### config.mk
export PLATFORM = sky130hd
export DESIGN_NAME = imm_ext_unit
export DESIGN_NICKNAME = d
export VERILOG_FILES = /design/src/rtl/imm_ext_pkg.sv /design/src/rtl/imm_ext_core.sv /design/src/rtl/imm_ext_unit.sv
export SDC_FILE = /design/constraint.sdc
export NUM_CORES = 1
export LEC_CHECK = 0
export BUFFER_PORTS_ARGS = -buffer_cell sky130_fd_sc_hd__buf_2
export CAP_MARGIN = 20
export CORE_ASPECT_RATIO = 1.25
export CORE_UTILIZATION = 39
export CTS_CLUSTER_SIZE = 12
export DETAILED_ROUTE_END_ITERATION = 10
export GPL_TIMING_DRIVEN = 0
export PLACE_DENSITY = 0.7
export SYNTH_ARGS = -nofsm -noshare
export SYNTH_HDL_FRONTEND = slang
export SYNTH_SLANG_ARGS = --single-unit
### constraint.sdc
create_clock -name clk -period 9.85 [get_ports clk]
set_input_delay 1.97 -clock clk [delete_from_list [all_inputs] [get_ports clk]]
set_output_delay 1.97 -clock clk [all_outputs]
set_load 0.03 [all_outputs]
### src/rtl/imm_ext_pkg.sv
// Shared definitions for the immediate-extension stage: mode encodings and mode type.
// The optional JUMP mode is enabled by defining IMM_EXT_JUMP_EN.
package imm_ext_pkg;

  localparam int MODE_W = 3;

  typedef logic [MODE_W-1:0] mode_t;

  localparam mode_t MODE_ZERO   = 3'd0;
  localparam mode_t MODE_SIGN   = 3'd1;
  localparam mode_t MODE_BRANCH = 3'd2;
  localparam mode_t MODE_LUI    = 3'd3;
  localparam mode_t MODE_JUMP   = 3'd4;

  localparam int JIDX_W = 26;

endpackage

### src/rtl/imm_ext_core.sv
// Combinational mode decode, immediate extension and next-PC computation.
// JUMP (mode 4) is legal only when IMM_EXT_JUMP_EN is defined.
module imm_ext_core
  import imm_ext_pkg::*;
#(
  parameter int DATA_W = 32,
  parameter int IMM_W  = 16
) (
  input  logic [MODE_W-1:0] mode,
  input  logic [IMM_W-1:0]  imm,
  input  logic [JIDX_W-1:0] jidx,
  input  logic [DATA_W-1:0] pc,
  output logic [DATA_W-1:0] ext,
  output logic [DATA_W-1:0] target,
  output logic              err
);

  localparam int P = DATA_W - IMM_W;
  localparam logic [DATA_W-1:0] FOUR = DATA_W'(4);

  logic [DATA_W-1:0] pc4;

  assign pc4 = pc + FOUR;

`ifdef IMM_EXT_JUMP_EN
  logic [DATA_W-1:0] jump_target;

  // The jump keeps the region bits of pc+4 above bit 27.
  if (DATA_W > 28) begin : g_region
    assign jump_target = {pc4[DATA_W-1:28], jidx, 2'b00};
  end else begin : g_no_region
    assign jump_target = {jidx, 2'b00};
  end
`else
  logic unused_jidx;

  assign unused_jidx = ^jidx;
`endif

  // Illegal modes (and JUMP when disabled) fall to the default: ext=0, target=pc+4, err=1.
  always_comb begin
    ext    = '0;
    target = pc4;
    err    = 1'b0;
    case (mode)
      MODE_ZERO:   ext = {{P{1'b0}}, imm};
      MODE_SIGN:   ext = {{P{imm[IMM_W-1]}}, imm};
      MODE_BRANCH: begin
        ext    = {{(P-2){imm[IMM_W-1]}}, imm, 2'b00};
        target = pc4 + ext;
      end
      MODE_LUI:    ext = {imm, {P{1'b0}}};
`ifdef IMM_EXT_JUMP_EN
      MODE_JUMP:   target = jump_target;
`endif
      default:     err = 1'b1;
    endcase
  end

endmodule

### src/rtl/imm_ext_unit.sv
// Registered immediate-extension / branch-target stage with a main register and 1-entry skid.
// Define IMM_EXT_JUMP_EN to make mode 4 (JUMP) legal.
module imm_ext_unit
  import imm_ext_pkg::*;
#(
  parameter int DATA_W = 32,
  parameter int IMM_W  = 16,
  parameter int TAG_W  = 5
) (
  input  logic              clk,
  input  logic              rst,
  input  logic              flush,
  input  logic              in_valid,
  output logic              in_ready,
  input  logic [MODE_W-1:0] in_mode,
  input  logic [IMM_W-1:0]  in_imm,
  input  logic [JIDX_W-1:0] in_jidx,
  input  logic [DATA_W-1:0] in_pc,
  input  logic [TAG_W-1:0]  in_tag,
  output logic              out_valid,
  input  logic              out_ready,
  output logic [DATA_W-1:0] out_ext,
  output logic [DATA_W-1:0] out_target,
  output logic [TAG_W-1:0]  out_tag,
  output logic              out_err
);

  // Widths depend on module parameters, so the payload type lives here rather than in the package.
  typedef struct packed {
    logic [DATA_W-1:0] ext;
    logic [DATA_W-1:0] target;
    logic [TAG_W-1:0]  tag;
    logic              err;
  } payload_t;

  logic [DATA_W-1:0] core_ext;
  logic [DATA_W-1:0] core_target;
  logic              core_err;
  payload_t          incoming;
  payload_t          main_q;
  payload_t          skid_q;
  logic              main_valid;
  logic              skid_valid;
  logic              accept_in;
  logic              drain;

  imm_ext_core #(
    .DATA_W (DATA_W),
    .IMM_W  (IMM_W)
  ) u_core (
    .mode   (in_mode),
    .imm    (in_imm),
    .jidx   (in_jidx),
    .pc     (in_pc),
    .ext    (core_ext),
    .target (core_target),
    .err    (core_err)
  );

  always_comb begin
    incoming        = '0;
    incoming.ext    = core_ext;
    incoming.target = core_target;
    incoming.tag    = in_tag;
    incoming.err    = core_err;
  end

  assign in_ready  = ~skid_valid & ~rst;
  assign accept_in = in_valid & in_ready;
  assign drain     = ~main_valid | out_ready;

  // Main always holds the oldest entry; skid only fills while main is stalled, keeping FIFO order.
  always_ff @(posedge clk) begin
    if (rst) begin
      main_q     <= '0;
      skid_q     <= '0;
      main_valid <= 1'b0;
      skid_valid <= 1'b0;
    end else if (flush) begin
      main_valid <= 1'b0;
      skid_valid <= 1'b0;
    end else if (drain) begin
      if (skid_valid) begin
        main_q     <= skid_q;
        main_valid <= 1'b1;
        skid_valid <= 1'b0;
      end else begin
        main_valid <= accept_in;
        if (accept_in) begin
          main_q <= incoming;
        end
      end
    end else if (accept_in) begin
      skid_q     <= incoming;
      skid_valid <= 1'b1;
    end
  end

  assign out_valid  = main_valid;
  assign out_ext    = main_q.ext;
  assign out_target = main_q.target;
  assign out_tag    = main_q.tag;
  assign out_err    = main_q.err;

endmodule

Yosys cells after proc, flatten, opt, wreduce, memory -nomap -nowiden
Index checks and enable logic that the tools add are counted.
W data, S select, Z words.
- logic and storage cells: 36
- flip-flop bits (word level): 142
- multiplexer cells: 6
- bitwise gates (word level): 8
- reductions and logical operators: 7
- equality and inequality tests: 3
- $add $sub $neg: 2
- operators with widths (operator ; number):
    $mux W70 ; 2
    $pmux W32 S4 ; 1
    $add A32 B3 Y32 const B ; 1
    $add A32 B32 Y32 ; 1
    $mux W32 ; 1
    $eq A3 B2 Y1 const B ; 2
    $reduce_and A3 Y1 ; 2
    $not A1 Y1 ; 5
    $reduce_or A4 Y1 ; 1
    $eq A3 B1 Y1 const B ; 1
    $logic_not A3 Y1 ; 1
    $reduce_or A3 Y1 ; 1
    $and A1 B1 Y1 ; 2
    $mux W1 ; 2
    $reduce_bool A2 Y1 ; 1
    $reduce_or A2 Y1 ; 1
    $or A1 B1 Y1 ; 1

Logic depth before layout (Yosys ltp)
- depth in word-level cells: 5
- mapped depth: 16
- gate-level depth less buffers: 15

Hierarchy
Synthesis repeated with hierarchy kept, for this count alone.
- cell total of the unflattened synthesis: 1105
- area, all modules: 9235.1 um^2
- modules (own cells, without submodules) (module ; cells an instance ; area an instance (um^2) ; times used):
    imm_ext_unit ; 713 ; 6528.8 ; 1
    imm_ext_core ; 392 ; 2706.3 ; 1

Worst setup path before layout
Ideal clock, no wire load.
- kind: in2reg
- start: input in_pc[2]
- end: register main_q, in the netlist out_target[31]
- data required time: 9.781 ns
- path slack: 4.813 ns
- buffers on the path: 1
- data arrival time: 4.968 ns
- stages: 15
- path through: ha_1 inv_1 nor3_1 nand2_1 xnor2_1 ha_1 buf_2 nand4_1 or3_1 or3_1 a211oi_1 nor4_1 a2111oi_2 o211ai_1 o21ai_1
- longest elaborated chain between the ends: 5
- ends and longest elaborated chain (element ; RTL line ; text):
    from (decl) ; imm_ext_unit.sv:18 ; input logic [DATA_W-1:0] in_pc,
    $add A32 B3 Y32 (*) ; imm_ext_core.sv:23 ; assign pc4 = pc + FOUR;
    $add A32 B32 Y32 ; imm_ext_core.sv:50 ; target = pc4 + ext;
    $mux W32 (*) ; imm_ext_core.sv:45 ; case (mode)
    $mux W70 (*) ; imm_ext_unit.sv:89 ; if (accept_in) begin
    $mux W70 (*) ; imm_ext_unit.sv:83 ; if (skid_valid) begin
    to (signal assigned) ; imm_ext_unit.sv:84 ; main_q <= skid_q;
    to (signal assigned) ; imm_ext_unit.sv:90 ; main_q <= incoming;
    to (decl) ; imm_ext_unit.sv:40 ; payload_t main_q;
Mark *: on every way between the ends. The rest lies on a longest branch, timed or not. The select of a mux whose other input is x is not followed.
A chain may end at the register's enable or synchronous reset.

Worst setup path after layout
- start: input in_pc[2]
- end: register main_q, in the netlist out_target[30]
The elaborated chain is that of the path after synthesis.

==> impl_metrics.yaml <==
outcome:
  status: "complete, no violations"
sta:
  period_needed_ns: 5.796
  tightest_slew_ns: 0.9438
  tns_ns: 0
  rsz0062_at_grt: "false"
  post-route-period-util_pct: 58.84
  finalSetupViolCount: 0
  hold_viol: 0
  skew_ns: 0.009263
  worst_slack_ns: 4.054
  max_slew_margin_pct: 36.92
  finalMaxSlewViolations: 0
  max_freq_ghz: 0.1725
logic_synthesis:
  synth.top_cell.area_share_pct: 33.44
  ys_ff_latch: 142
  synth_top_area_cell: "dfxtp_1"
  syn_area_per_cell_um2: 7.556
  synth.cell_area_um2: 8501
  ys_warn_count: 0
  synth_top_flop_cell: "dfxtp_1"
  synth_edf_count: 0
  synth_seq_area_share_pct: 33.44
  synth.net_count: 1250
  synthTopCellsByArea: "dfxtp_1 33%, nand2_1 8.0%, a21oi_1 7.1%"
  synth_cell_types: 61
  synth_async_sr_flop_share_pct: 0
  postSynthCellCount: 1125
placement:
  dpl_worst_slack_ns: 3.636
  placed_area_um2: 9508
  place_hpwl_um: 22860
  dp.cells: 1535
  gp_congestion: 1.017
  numPortBuffers: 130
worst_setup_path:
  cp_num_buf_inv: 2
  cp_top_family: "compound AO/OA/AOI/OAI gates"
  end_kind: "register"
  crit_path_start_kind: "primary input"
  crit_slowest_cell: "nor3_1"
  slowest_delay_ns: 0.60
  required_ns: 10.18
  setup.worst_path.class: "in -> reg"
  critPathArrivalTime_ns: 6.12
  cp_max_fo: 7
  crit_chain: "buf_2 > ha_1 > inv_1 > nor3_1 > nand3_1 > xnor2_1 > ha_1 > nand4_1 > nor3_1 > o2111ai_1 > o2111ai_1 > a31oi_1 > o41ai_1 > a22oi_1 > a32o_1"
drt:
  routed.top_layer: "met4"
  ant_nets: 0
  wl_um: 29190
  wirelength_met1_um: 11580
  wl_met2_um: 14310
  viasPerCell: 5.715
  wl_met3_um: 1560
  wl_per_cell_um: 18.64
  first_iter_violations: 693
  route.detailed.drc: 0
  vias: 8950
  drt-pass1-iter-count: 6
clock_tree:
  clkSinkCount: 142
  clock_latency_ns: 0.44
  path_clk_slew_ns: 0.06
  cts_resized: 0
  cts_tree: "done"
  htree_levels: 4
  cts_hold_buf: 0
  cts_setup_buffers: 0
  cts_inserted_buffers: 17
  cts.path.max_buffers: 2
  root_buffer: "clkbuf_16"
global_routing:
  grt.total_usage_pct: 26.17
  grt_overflow: 0
  first_global_vias: 8448
  antenna_found_initial: 0
  grt_pass1_wl_um: 45170
  grt_max_degree: 21
layout:
  diodes: 0
  multiInputGateArea_um2: 5294
  fin_area_um2: 10120
  final_cells: 1566
  syn2layout_area_growth_pct: 19.02
  nets: 1400
  final.fill_count: 2263
  drive_above_1_share_pct: 14.45
  regArea_um2: 2843
floorplanning:
  fp-row-count: 60
  start_util_pct: 39.59
  pin_count: 159
  die_x_um: 134.1
  core-area_um2: 21470
  die_area_um2: 22400
  die_h_um: 167.1
pwr:
  powerDensity_nw_per_um2: 154.3
  leakagePower_nw: 3.875
  vdd_drop_max_mv: 0.1309
min_path:
  hp-class: "reg -> reg"
flow_run:
  cap_viol_max_count: 0
==> metrics by stage <==
stage	hold WS (ns)	power, mW	util (%)
2_1_floorplan	0.4268	0.7942	-
3_3_place_gp	0.4375	0.8895	44.25
3_5_place_dp	0.4411	0.8926	44.28
4_1_cts	0.4492	1.560	47.12
5_1_grt	0.4614	1.612	47.12
6_report	0.4447	1.561	47.12
==> area by class of cell <==
cell class,count,area share [%]
Buffer,81,3.116
Clock buffer,17,4.205
Clock inverter,14,1.818
Inverter,13,0.4823
Multi-Input combinational cell,889,52.33
Sequential cell,142,28.10
Tap cell,279,3.450
Timing Repair Buffer,131,6.505
==> worst reg2reg max path: stages (launching register included) <==
cell and delay (ns):
dfxtp_1 0.50, clkbuf_1 0.56, clkbuf_1 0.60, clkbuf_1 0.51
o211ai_1 0.23, a21oi_1 0.18
==> layer usage <==
metal	track usage (%)	vias to the layer above
met5	0	-
met4	15.53	0
met3	4.901	86
met2	45.24	315
met1	29.70	4185
li1	-	4364
==> worst paths after layout <==
path | startpoint | endpoint | slack, ns | depth (start not counted)
setup / recovery | in_pc[2] | out_target[30] | 4.05 | 15
hold reg to reg | out_ext[28] | out_ext[28] | 0.44 | 2
setup reg to reg | skid_valid | out_target[9] | 7.19 | 5
hold / removal | out_ext[28] | out_ext[28] | 0.44 | 2
==> synth_stat cells (11+ instances only) <==
library cell / instances
nand3_1: 32
a21oi_1: 120
nor3_1: 32
a211oi_1: 60
nor2_1: 101
o211ai_1: 13
inv_1: 13
or3_1: 11
xor2_1: 12
clkbuf_1: 63
a31oi_1: 18
ha_1: 37
dfxtp_1: 142
o21ai_0: 73
a22oi_1: 17
mux2i_1: 17
nand2b_1: 13
a21o_1: 13
nand2_1: 181
xnor2_1: 31
and3_1: 12
nand4_1: 15
==> registers in the layout, summed over array words and instances, names as in the netlist <==
register / count
out_valid: 1
out_err: 1
out_ext: 32
out_target: 32
skid_valid: 1
out_tag: 5
skid_q: 70
==> placed cells by master, fill, tap and decap left out, types with 6 or more instances in the layout <==
master | synthesis | final
clkbuf_1 | 63 | 63
xor2_1 | 12 | 12
clkbuf_16 | 0 | 17
nor2_1 | 101 | 101
buf_2 | 8 | 138
nand3_1 | 32 | 32
nand2_1 | 181 | 181
xnor2_1 | 31 | 31
a22oi_1 | 17 | 17
mux2i_1 | 17 | 17
buf_1 | 9 | 9
a21o_1 | 13 | 13
nor3_1 | 32 | 32
or3_1 | 11 | 11
o21ai_0 | 73 | 73
o211ai_1 | 13 | 13
dfxtp_1 | 142 | 142
a31oi_1 | 18 | 18
nand4_1 | 15 | 15
and2_1 | 6 | 6
ha_1 | 37 | 37
a21oi_1 | 120 | 120
inv_1 | 13 | 13
and3_1 | 12 | 12
a211oi_1 | 60 | 60
nand2b_1 | 13 | 13
==> where the power goes <==
part	internal, mW	leakage (nW)	switching, mW
Sequential	0.587	1.15	0.00728
Clock	0.402	0.290	0.275
Combinational	0.0948	2.44	0.195
Total	1.08	3.88	0.478
==> kinds of logic (layout without fill, tap and decap cells) <==
logic type,after synthesis,in the layout,synth area share [%]
adder cells (fa/ha/maj),38,38,5.681
multiplexers,21,21,2.576
XOR/XNOR,44,44,4.622
flip-flops,142,142,33.44
buffers and inverters,94,256,4.283
AO/OA/AOI/OAI,360,360,26.49
AND/OR/NAND/NOR,426,426,22.90
Power figures use the tool's default switching activity.
